**config.mk**
```make
export PLATFORM = sky130hd
export DESIGN_NAME = dff_pipe
export DESIGN_NICKNAME = d
export VERILOG_FILES = /design/src/rtl/dff_pipe.sv
export SDC_FILE = /design/constraint.sdc
export NUM_CORES = 1
export LEC_CHECK = 0
export ABC_AREA = 1
export CORE_AREA = 2 2 80 82
export CTS_BUF_LIST = sky130_fd_sc_hd__clkbuf_2
export DETAILED_ROUTE_END_ITERATION = 10
export DIE_AREA = 0 0 82 84
export PLACE_DENSITY_LB_ADDON = 0.15
export SYNTH_ARGS = -nofsm -noshare
export SYNTH_HDL_FRONTEND = slang
export SYNTH_SLANG_ARGS = --single-unit
export TNS_END_PERCENT = 30
```
**constraint.sdc**
```tcl
create_clock -name clk_i -period 3.1 [get_ports clk_i]
set_input_delay 0.775 -clock clk_i [delete_from_list [all_inputs] [get_ports clk_i]]
set_output_delay 0.775 -clock clk_i [all_outputs]
set_load 0.01 [all_outputs]
```
**src/rtl/dff_pipe.sv**
```systemverilog
`default_nettype none
// ============================================================================
//  Module      : dff_pipe
//  Description : Elastic pipeline of depth_p register stages with valid/ready
//                handshake, bubble collapsing and synchronous flush.
//  Revision    : 1.0 - initial release
// ============================================================================
module dff_pipe #(
    parameter int                 width_p     = 32,
    parameter int                 depth_p     = 2,
    parameter logic [width_p-1:0] reset_val_p = '0
) (
    input  logic                           clk_i,
    input  logic                           rst_i,
    input  logic                           flush_i,
    input  logic                           v_i,
    output logic                           ready_o,
    input  logic [width_p-1:0]             i,
    output logic                           v_o,
    input  logic                           ready_i,
    output logic [width_p-1:0]             o,
    output logic [$clog2(depth_p+1)-1:0]   count_o
);

    localparam int                 c_cnt_w   = $clog2(depth_p + 1);
    localparam logic [c_cnt_w-1:0] c_cnt_one = c_cnt_w'(1);

    logic [depth_p-1:0] r_v;
    logic [width_p-1:0] r_data [depth_p];
    logic [c_cnt_w-1:0] r_count;

    logic [depth_p-1:0] w_adv;
    logic [depth_p-1:0] w_free;
    logic               w_in_hs;
    logic               w_out_hs;

    // Advance/free chain, walked from the output stage back to stage 0:
    // a stage may move forward when the stage ahead of it is free.
    always_comb begin
        logic w_go;
        w_adv  = '0;
        w_free = '0;
        w_go   = ready_i;
        for (int k = depth_p - 1; k >= 0; k--) begin
            w_adv[k]  = r_v[k] & w_go;
            w_free[k] = ~r_v[k] | w_adv[k];
            w_go      = w_free[k];
        end
    end

    assign ready_o  = w_free[0] & ~flush_i & ~rst_i;
    assign w_in_hs  = v_i & ready_o;
    assign w_out_hs = r_v[depth_p-1] & ready_i;

    // Valid bits: set by a transfer in, cleared when the word leaves and
    // nothing replaces it; a flush empties every stage.
    always_ff @(posedge clk_i or posedge rst_i) begin
        if (rst_i) begin
            r_v <= '0;
        end else if (flush_i) begin
            r_v <= '0;
        end else begin
            r_v[0] <= w_in_hs | (r_v[0] & ~w_adv[0]);
            for (int k = 1; k < depth_p; k++) begin
                r_v[k] <= w_adv[k-1] | (r_v[k] & ~w_adv[k]);
            end
        end
    end

    // Data registers load only on a transfer and otherwise hold, so stale
    // data stays visible on invalid stages (including through a flush).
    always_ff @(posedge clk_i or posedge rst_i) begin
        if (rst_i) begin
            for (int k = 0; k < depth_p; k++) begin
                r_data[k] <= reset_val_p;
            end
        end else begin
            if (w_in_hs) begin
                r_data[0] <= i;
            end
            for (int k = 1; k < depth_p; k++) begin
                if (w_adv[k-1] & ~flush_i) begin
                    r_data[k] <= r_data[k-1];
                end
            end
        end
    end

    // Occupancy: +1 per accepted word, -1 per delivered word.
    always_ff @(posedge clk_i or posedge rst_i) begin
        if (rst_i) begin
            r_count <= '0;
        end else if (flush_i) begin
            r_count <= '0;
        end else if (w_in_hs & ~w_out_hs) begin
            r_count <= r_count + c_cnt_one;
        end else if (~w_in_hs & w_out_hs) begin
            r_count <= r_count - c_cnt_one;
        end
    end

    assign v_o     = r_v[depth_p-1];
    assign o       = r_data[depth_p-1];
    assign count_o = r_count;

endmodule
`default_nettype wire

```
[Yosys cells after proc, flatten, opt, wreduce, memory -nomap -nowiden]
Index checks and enable logic that the tools add are counted.
Storage, ports and cells
  logic and storage cells: 32
  input port bits: 37
  output and inout port bits: 36
  bits in registers: 68
Cells by class
  $add $sub $neg: 2
  reduce and logical (&&, ||, !) cells: 1
  muxes and demuxes: 4
  bitwise gates (word level): 21
Operator list (number)
  $and 1x1->1: 10
  $mux 2: 4
  $not 1->1: 7
  $or 1x1->1: 4
  $reduce_bool 3->1: 1
  $add 2x1->2 const B: 1
  $sub 2x1->2 const B: 1

[Logic depth before layout (Yosys ltp)]
Gate-level depths: netlist (run 1).
  word-level depth: 12
  gate-level depth with buffers: 8
  gate-level depth less buffers: 7

[Worst setup path before layout (run 1)]
No wires, ideal clock.
  path kind: input to output
  from: input port flush_i
  to: output port ready_o
  setup slack: 1.274 ns
  stages: 3
  arrival: 1.051 ns
  path buffers: 0
  cells stage by stage: nor2_2 > nand2_1 > inv_1
Between the ends
  cells in the longest elaborated chain, start to end: 3
RTL lines
  start: declaration: line 15  | input logic flush_i,
  $not 1->1: line 51  | assign ready_o = w_free[0] & ~flush_i & ~rst_i;
  $and 1x1->1 (2 in series): line 51
  end: declaration: line 17  | output logic ready_o,
No other way between the ends.

[Worst setup path in the final report (run 1)]
Same ends and word-level chain as after synthesis.

==> impl_metrics.toml, run 1 <==
[status]
outcome = "complete, no violations"

[synthesis]
mappedNetlistArea_sq_mm = 0.00299
synth.ff_latch_count = 68
yosysTopAreaCellShare_pct = 56.9
ys_types = 18
syn_nets = 341
synthArstFlopShare_pct = 100
yosys-top-cells-area = "dfrtp_1 57%, a21oi_2 9.4%, buf_4 8.0%"
synth.most_common_cell = "dfrtp_1"
synth_top_area_cell = "dfrtp_1"
synth_cells = 304
ys.warnings.count = 0
synth_common_cells = "68 x dfrtp_1, 43 x nand2_1, 38 x inv_1"
synth-edff-count = 0
ys_seq_area_share_pct = 56.9
syn_avg_cell_area_sq_um = 9.84
synth_flop_cell = "dfrtp_1"

[hold_path]
holdPathEnd = "o[28]$_DFFE_PP0P_"
min_delay_path_depth = 2
worstHoldPathType = "reg -> reg"
hold_start = "o[28]$_DFFE_PP0P_"

[floorplan]
pin_count = 73
die_w_um = 82
die_y_um = 84
core_area_sq_mm = 0.00610
fp.dieArea_sq_mm = 0.00689
start_util_pct = 49.1
num_rows = 29

[finish]
n_antenna_cell = 0
final_core_util_pct = 60.0
layout.nets = 383
area_growth_pct = 22.2
post_route_cells_drive_above_1_share_pct = 16.2

[setup_path]
cp-end-kind = "output pin"
required_ns = 2.32
critPathLaunchType = "primary input"
cp_slowest_cell = "clkdlybuf4s50_1"
cp_common_cell = "clkdlybuf4s50_1"
r2r-start = "r_v[0]$_DFF_PP0_"
r2r_setup_slack_ns = 1.66
path_class = "in -> out"
crit_arrival_ns = 2.13
slowest_delay_ns = 0.53
cp_max_fo = 4
r2r_cells = 7
path_cells = "clkdlybuf4s50_1 > nor2_2 > nand2_1 > inv_1 > clkdlybuf4s50_1"
timing.rr.end = "count_o[1]$_DFFE_PP0P_"

[global_route]
grt-ovfl-total = 0
grt_max_degree = 65
grt_busiest_layer = "met2"
first_global_vias = 1978
antenna_found_initial = 0
met3_usage_pct = 4.65
use_met2_pct = 25.7
grt_pass1_wl_um = 8670
use_met1_pct = 21.2
track_usage_pct = 16.6

[clocking]
cts.sinks = 68
cts_setup_buffers = 0
cts_max_path_buffers = 2
cts_tree = "yes"
htree_num_levels = 3
clock_latency_ns = 0.45
ctsHoldBuffers = 0
cts_resized = 0
cts_made_buffers = 9
path_clk_slew_ns = 0.17
cts_root_buf = "clkbuf_2"

[placement]
dp_hpwl_um = 3230
place.gp.congestion = 0.704
numPortBuffers = 72

[detailed_routing]
dr.first_iter.drc_count = 154
num_vias = 1955
drt.antenna.violating_nets = 0
first_pass_iters = 4
via_per_inst = 4.57
wl_um = 4930
drc = 0
post_drt_wl_per_cell_um = 11.5

[sta]
fin_crit_sh_pct = 93.6
max_freq_ghz = 0.345
rsz0062_at_grt = "false"
worst_pin_slew_ns = 0.433
fin_worst_skew_ns = 0.0131
slew_headroom_pct = 71.2
whs_ns = 0.505
min_period_ns = 2.90
hold_violations = 0
tns_ns = 0
finalSetupViolCount = 0
drv_slew = 0

[run]
max_cap_viol_count = 0

[pwr]
power_per_cell_area_mw_per_mm2 = 615
leakage_nw = 1.77
peakVddDrop_uv = 367
## kinds of logic (layout without fill, tap and decap cells)
logic type | after synthesis | after routing | share of synthesized area [%]
compound gates | 65 | 65 | 14.9
xor+xnor | 1 | 1 | 0.293
buf+inv | 84 | 131 | 16.1
flops | 68 | 68 | 56.9
simple gates | 86 | 86 | 11.9
## worst max-delay path, delay by kind of cell
family | cells | cell delay, ns
simple gates | 2 | 0.29
buf+inv | 3 | 1.05
## per-layer routing
metal | part of all wire [%] | vias to the layer above
li1 | - | 1003
met1 | 47 | 903
met2 | 47 | 45
met3 | 5.0 | 4
met4 | 0.93 | 0
met5 | 0 | -
## power by group
part	total (mW)	switching [mW]	leakage (nW)	internal, mW
Combinational	0.614	0.265	0.910	0.349
Sequential	1.16	0.0869	0.795	1.07
Clock	0.478	0.296	0.0668	0.182
## stage by stage
step	total power [mW]	std cells	area, sq um	setup WS, ns
detailed placement	1.80	412	3550	0.182
global placement	1.78	412	3550	0.212
floorplan	1.61	304	2990	0.613
finish	2.25	428	3660	0.198
CTS	2.28	428	3660	0.181
global route	2.41	428	3660	0.102
## worst max path at each step
stage	cells past startpoint	end	start	slack, ns
2_1_floorplan	1	count_o[0]$_DFFE_PP0P_	rst_i	0.61
3_3_place_gp	5	ready_o	flush_i	0.21
3_5_place_dp	5	ready_o	flush_i	0.18
4_1_cts	5	ready_o	flush_i	0.18
5_1_grt	5	ready_o	flush_i	0.10
6_report	5	ready_o	flush_i	0.20
## cell type report
class | instances | area [sq um]
multi-input combinational | 152 | 818
clock buffer | 10 | 50.0
inverter | 39 | 146
timing repair buffer | 76 | 788
clock inverter | 6 | 55.1
tap | 77 | 96.3
fill | 547 | 2440
sequential | 68 | 1700
## flip-flops by register name (all words and copies together), names as in the netlist
signal,cells
o,32
count_o,2
r_v,2
r_data,32
## cell usage in the layout, fill, tap and decap left out
cell,synthesis,final
a21oi_2,32,32
buf_12,0,3
buf_4,32,1
bufinv_16,0,1
clkbuf_2,1,10
clkdlybuf4s50_1,0,72
clkinv_1,0,2
clkinv_2,0,2
clkinvlp_4,0,1
dfrtp_1,68,68
inv_1,38,37
inv_2,1,2
nand2_1,43,43
nand2_2,1,1
nand3_1,2,2
nand3_2,3,2
nand3_4,0,1
nand4_1,3,3
nor2_1,33,33
nor2_2,1,1
o21ai_0,33,33
xor2_1,1,1
Power figures use the tool's default switching activity.
==> run 2, diff against run 1 <==
--- a/config.mk
+++ b/config.mk
@@ -6,11 +6,12 @@
 export NUM_CORES = 1
 export LEC_CHECK = 0
 export ABC_AREA = 1
-export CORE_AREA = 2 2 80 82
+export CORE_AREA = 2 2 113 115
 export CTS_BUF_LIST = sky130_fd_sc_hd__clkbuf_2
 export DETAILED_ROUTE_END_ITERATION = 10
-export DIE_AREA = 0 0 82 84
+export DIE_AREA = 0 0 115 117
 export PLACE_DENSITY_LB_ADDON = 0.15
+export SETUP_SLACK_MARGIN = 0.1
 export SYNTH_ARGS = -nofsm -noshare
 export SYNTH_HDL_FRONTEND = slang
 export SYNTH_SLANG_ARGS = --single-unit
==> run 2 against run 1 <==
Net effect: sequential power about the same; design area increased by 3.2%; fmax increased by 2.5%; highest routed layer unchanged; worst hold slack got worse by 0.025 ns; register-to-register slack improved by 0.04 ns; flip-flop and latch count unchanged; routed wire length increased by 16%; die area increased by 95%; clock skew increased by 0.023 ns; clock power increased by 24%.
==> impl_metrics.toml, run 2 (synthesis results as in run 1) <==
[finish]
final_cell_mix = "72 x clkdlybuf4s50_1, 68 x dfrtp_1, 43 x nand2_1"
final_common_cell = "clkdlybuf4s50_1"
fillers = 1325
post_route_cells_drive_above_1_share_pct = 17.0
layout.nets = 385
final_core_util_pct = 30.6
final_cell_count_no_fill = 504
area_growth_pct = 26.0

[sta]
hold_violations = 0
fin_worst_skew_ns = 0.0362
tns_ns = 0
finalSetupViolCount = 0
fin_crit_sh_pct = 91.4
rsz0062_at_grt = "false"
min_period_ns = 2.83
max_freq_ghz = 0.353
drv_slew = 0
slew_headroom_pct = 68.8
worst_pin_slew_ns = 0.468

[pwr]
leakage_nw = 1.79
total_power_mw = 2.37
peakVddDrop_uv = 211
power_per_cell_area_mw_per_mm2 = 628

[clocking]
cts_tree = "yes"
clock_latency_ns = 0.49
htree_num_levels = 3
cts.sinks = 68
cts_made_buffers = 9
cts_root_buf = "clkbuf_2"
cts_resized = 0
cts_max_path_buffers = 2
path_clk_slew_ns = 0.21
ctsHoldBuffers = 0
cts_setup_buffers = 0

[floorplan]
start_util_pct = 24.3
pin_count = 73
fp.dieArea_sq_mm = 0.0135
num_rows = 41
die_w_um = 115
core_area_sq_mm = 0.0123
die_y_um = 117

[setup_path]
critPathTopFamily = "buffers and inverters"
critPathLaunchType = "primary input"
required_ns = 2.32
crit_arrival_ns = 2.06
startpoint = "ready_i"
cp_slowest_cell = "clkdlybuf4s50_1"
r2r_setup_slack_ns = 1.70
r2r_cells = 7
crit_buf_inv = 4
slowest_delay_ns = 0.52
path_cells = "clkdlybuf4s50_1 > inv_1 > nand3_2 > nand2_1 > inv_1 > clkdlybuf4s50_1"
path_class = "in -> out"
cp_max_fo = 4
r2r-start = "r_v[1]$_DFF_PP0_"
timing.rr.end = "count_o[1]$_DFFE_PP0P_"
cp-end-kind = "output pin"

[placement]
place.gp.congestion = 0.716
numPortBuffers = 72
dp_hpwl_um = 3800
dp.cells = 487

[detailed_routing]
post_drt_wl_per_cell_um = 11.4
num_vias = 1980
dr.first_iter.drc_count = 51
via_per_inst = 3.93
drc = 0
wl_um = 5730
first_pass_iters = 4
drt.antenna.violating_nets = 0

[global_route]
antenna_found_initial = 1
track_usage_pct = 9.40
grt_pass1_wl_um = 9760
grt-ovfl-total = 0
first_global_vias = 2022
grt_max_degree = 67

[status]
outcome = "complete, no violations"

[hold_path]
worstHoldPathType = "in -> async"

[run]
max_cap_viol_count = 0
## run 2: cell count changes in the layout (fill, tap and decap cells not counted), sizes merged
cell,before,now
clkinv,4,6
clkinvlp,1,0
diode,0,1
buf,4,6
inv,39,38
clkbuf,10,9
bufinv,1,2
## run 2: area by class of cell
class | instances | area, sq um | share of cell area, %
inverter | 39 | 148 | 3.91
tap | 150 | 188 | 4.98
clock buffer | 9 | 45.0 | 1.19
antenna | 1 | 2.50 | 0.0663
timing repair buffer | 78 | 778 | 20.6
sequential | 68 | 1700 | 45.1
clock inverter | 7 | 91.3 | 2.42
multi-input combinational | 152 | 818 | 21.7
## run 2: per-stage QoR
stage	setup slack [ns]	hold WS [ns]	instance area, sq um
2_1_floorplan	0.613	0.454	2990
3_3_place_gp	0.275	0.465	3630
3_5_place_dp	0.261	0.474	3630
4_1_cts	0.257	0.413	3770
5_1_grt	0.189	0.416	3770
6_report	0.268	0.481	3770
## run 2: routing by layer
layer	track usage [%]	part of all wire, %
met3	3.24	5.3
met4	4.10	1.7
met5	0	0
met1	11.4	48
met2	15.3	45
## run 2: worst max-delay path by stage
stage / end / slack [ns] / depth (start not counted)
floorplan: count_o[0]$_DFFE_PP0P_ / 0.61 / 1
global placement: ready_o / 0.28 / 6
detailed placement: ready_o / 0.26 / 6
CTS: ready_o / 0.26 / 6
global route: ready_o / 0.19 / 6
finish: ready_o / 0.27 / 6
## run 2: report_power, final
part / internal [mW] / switching [mW] / total (mW)
combinational: 0.348 / 0.270 / 0.618
clock: 0.265 / 0.330 / 0.595
sequential: 1.07 / 0.0861 / 1.16
total: 1.68 / 0.686 / 2.37
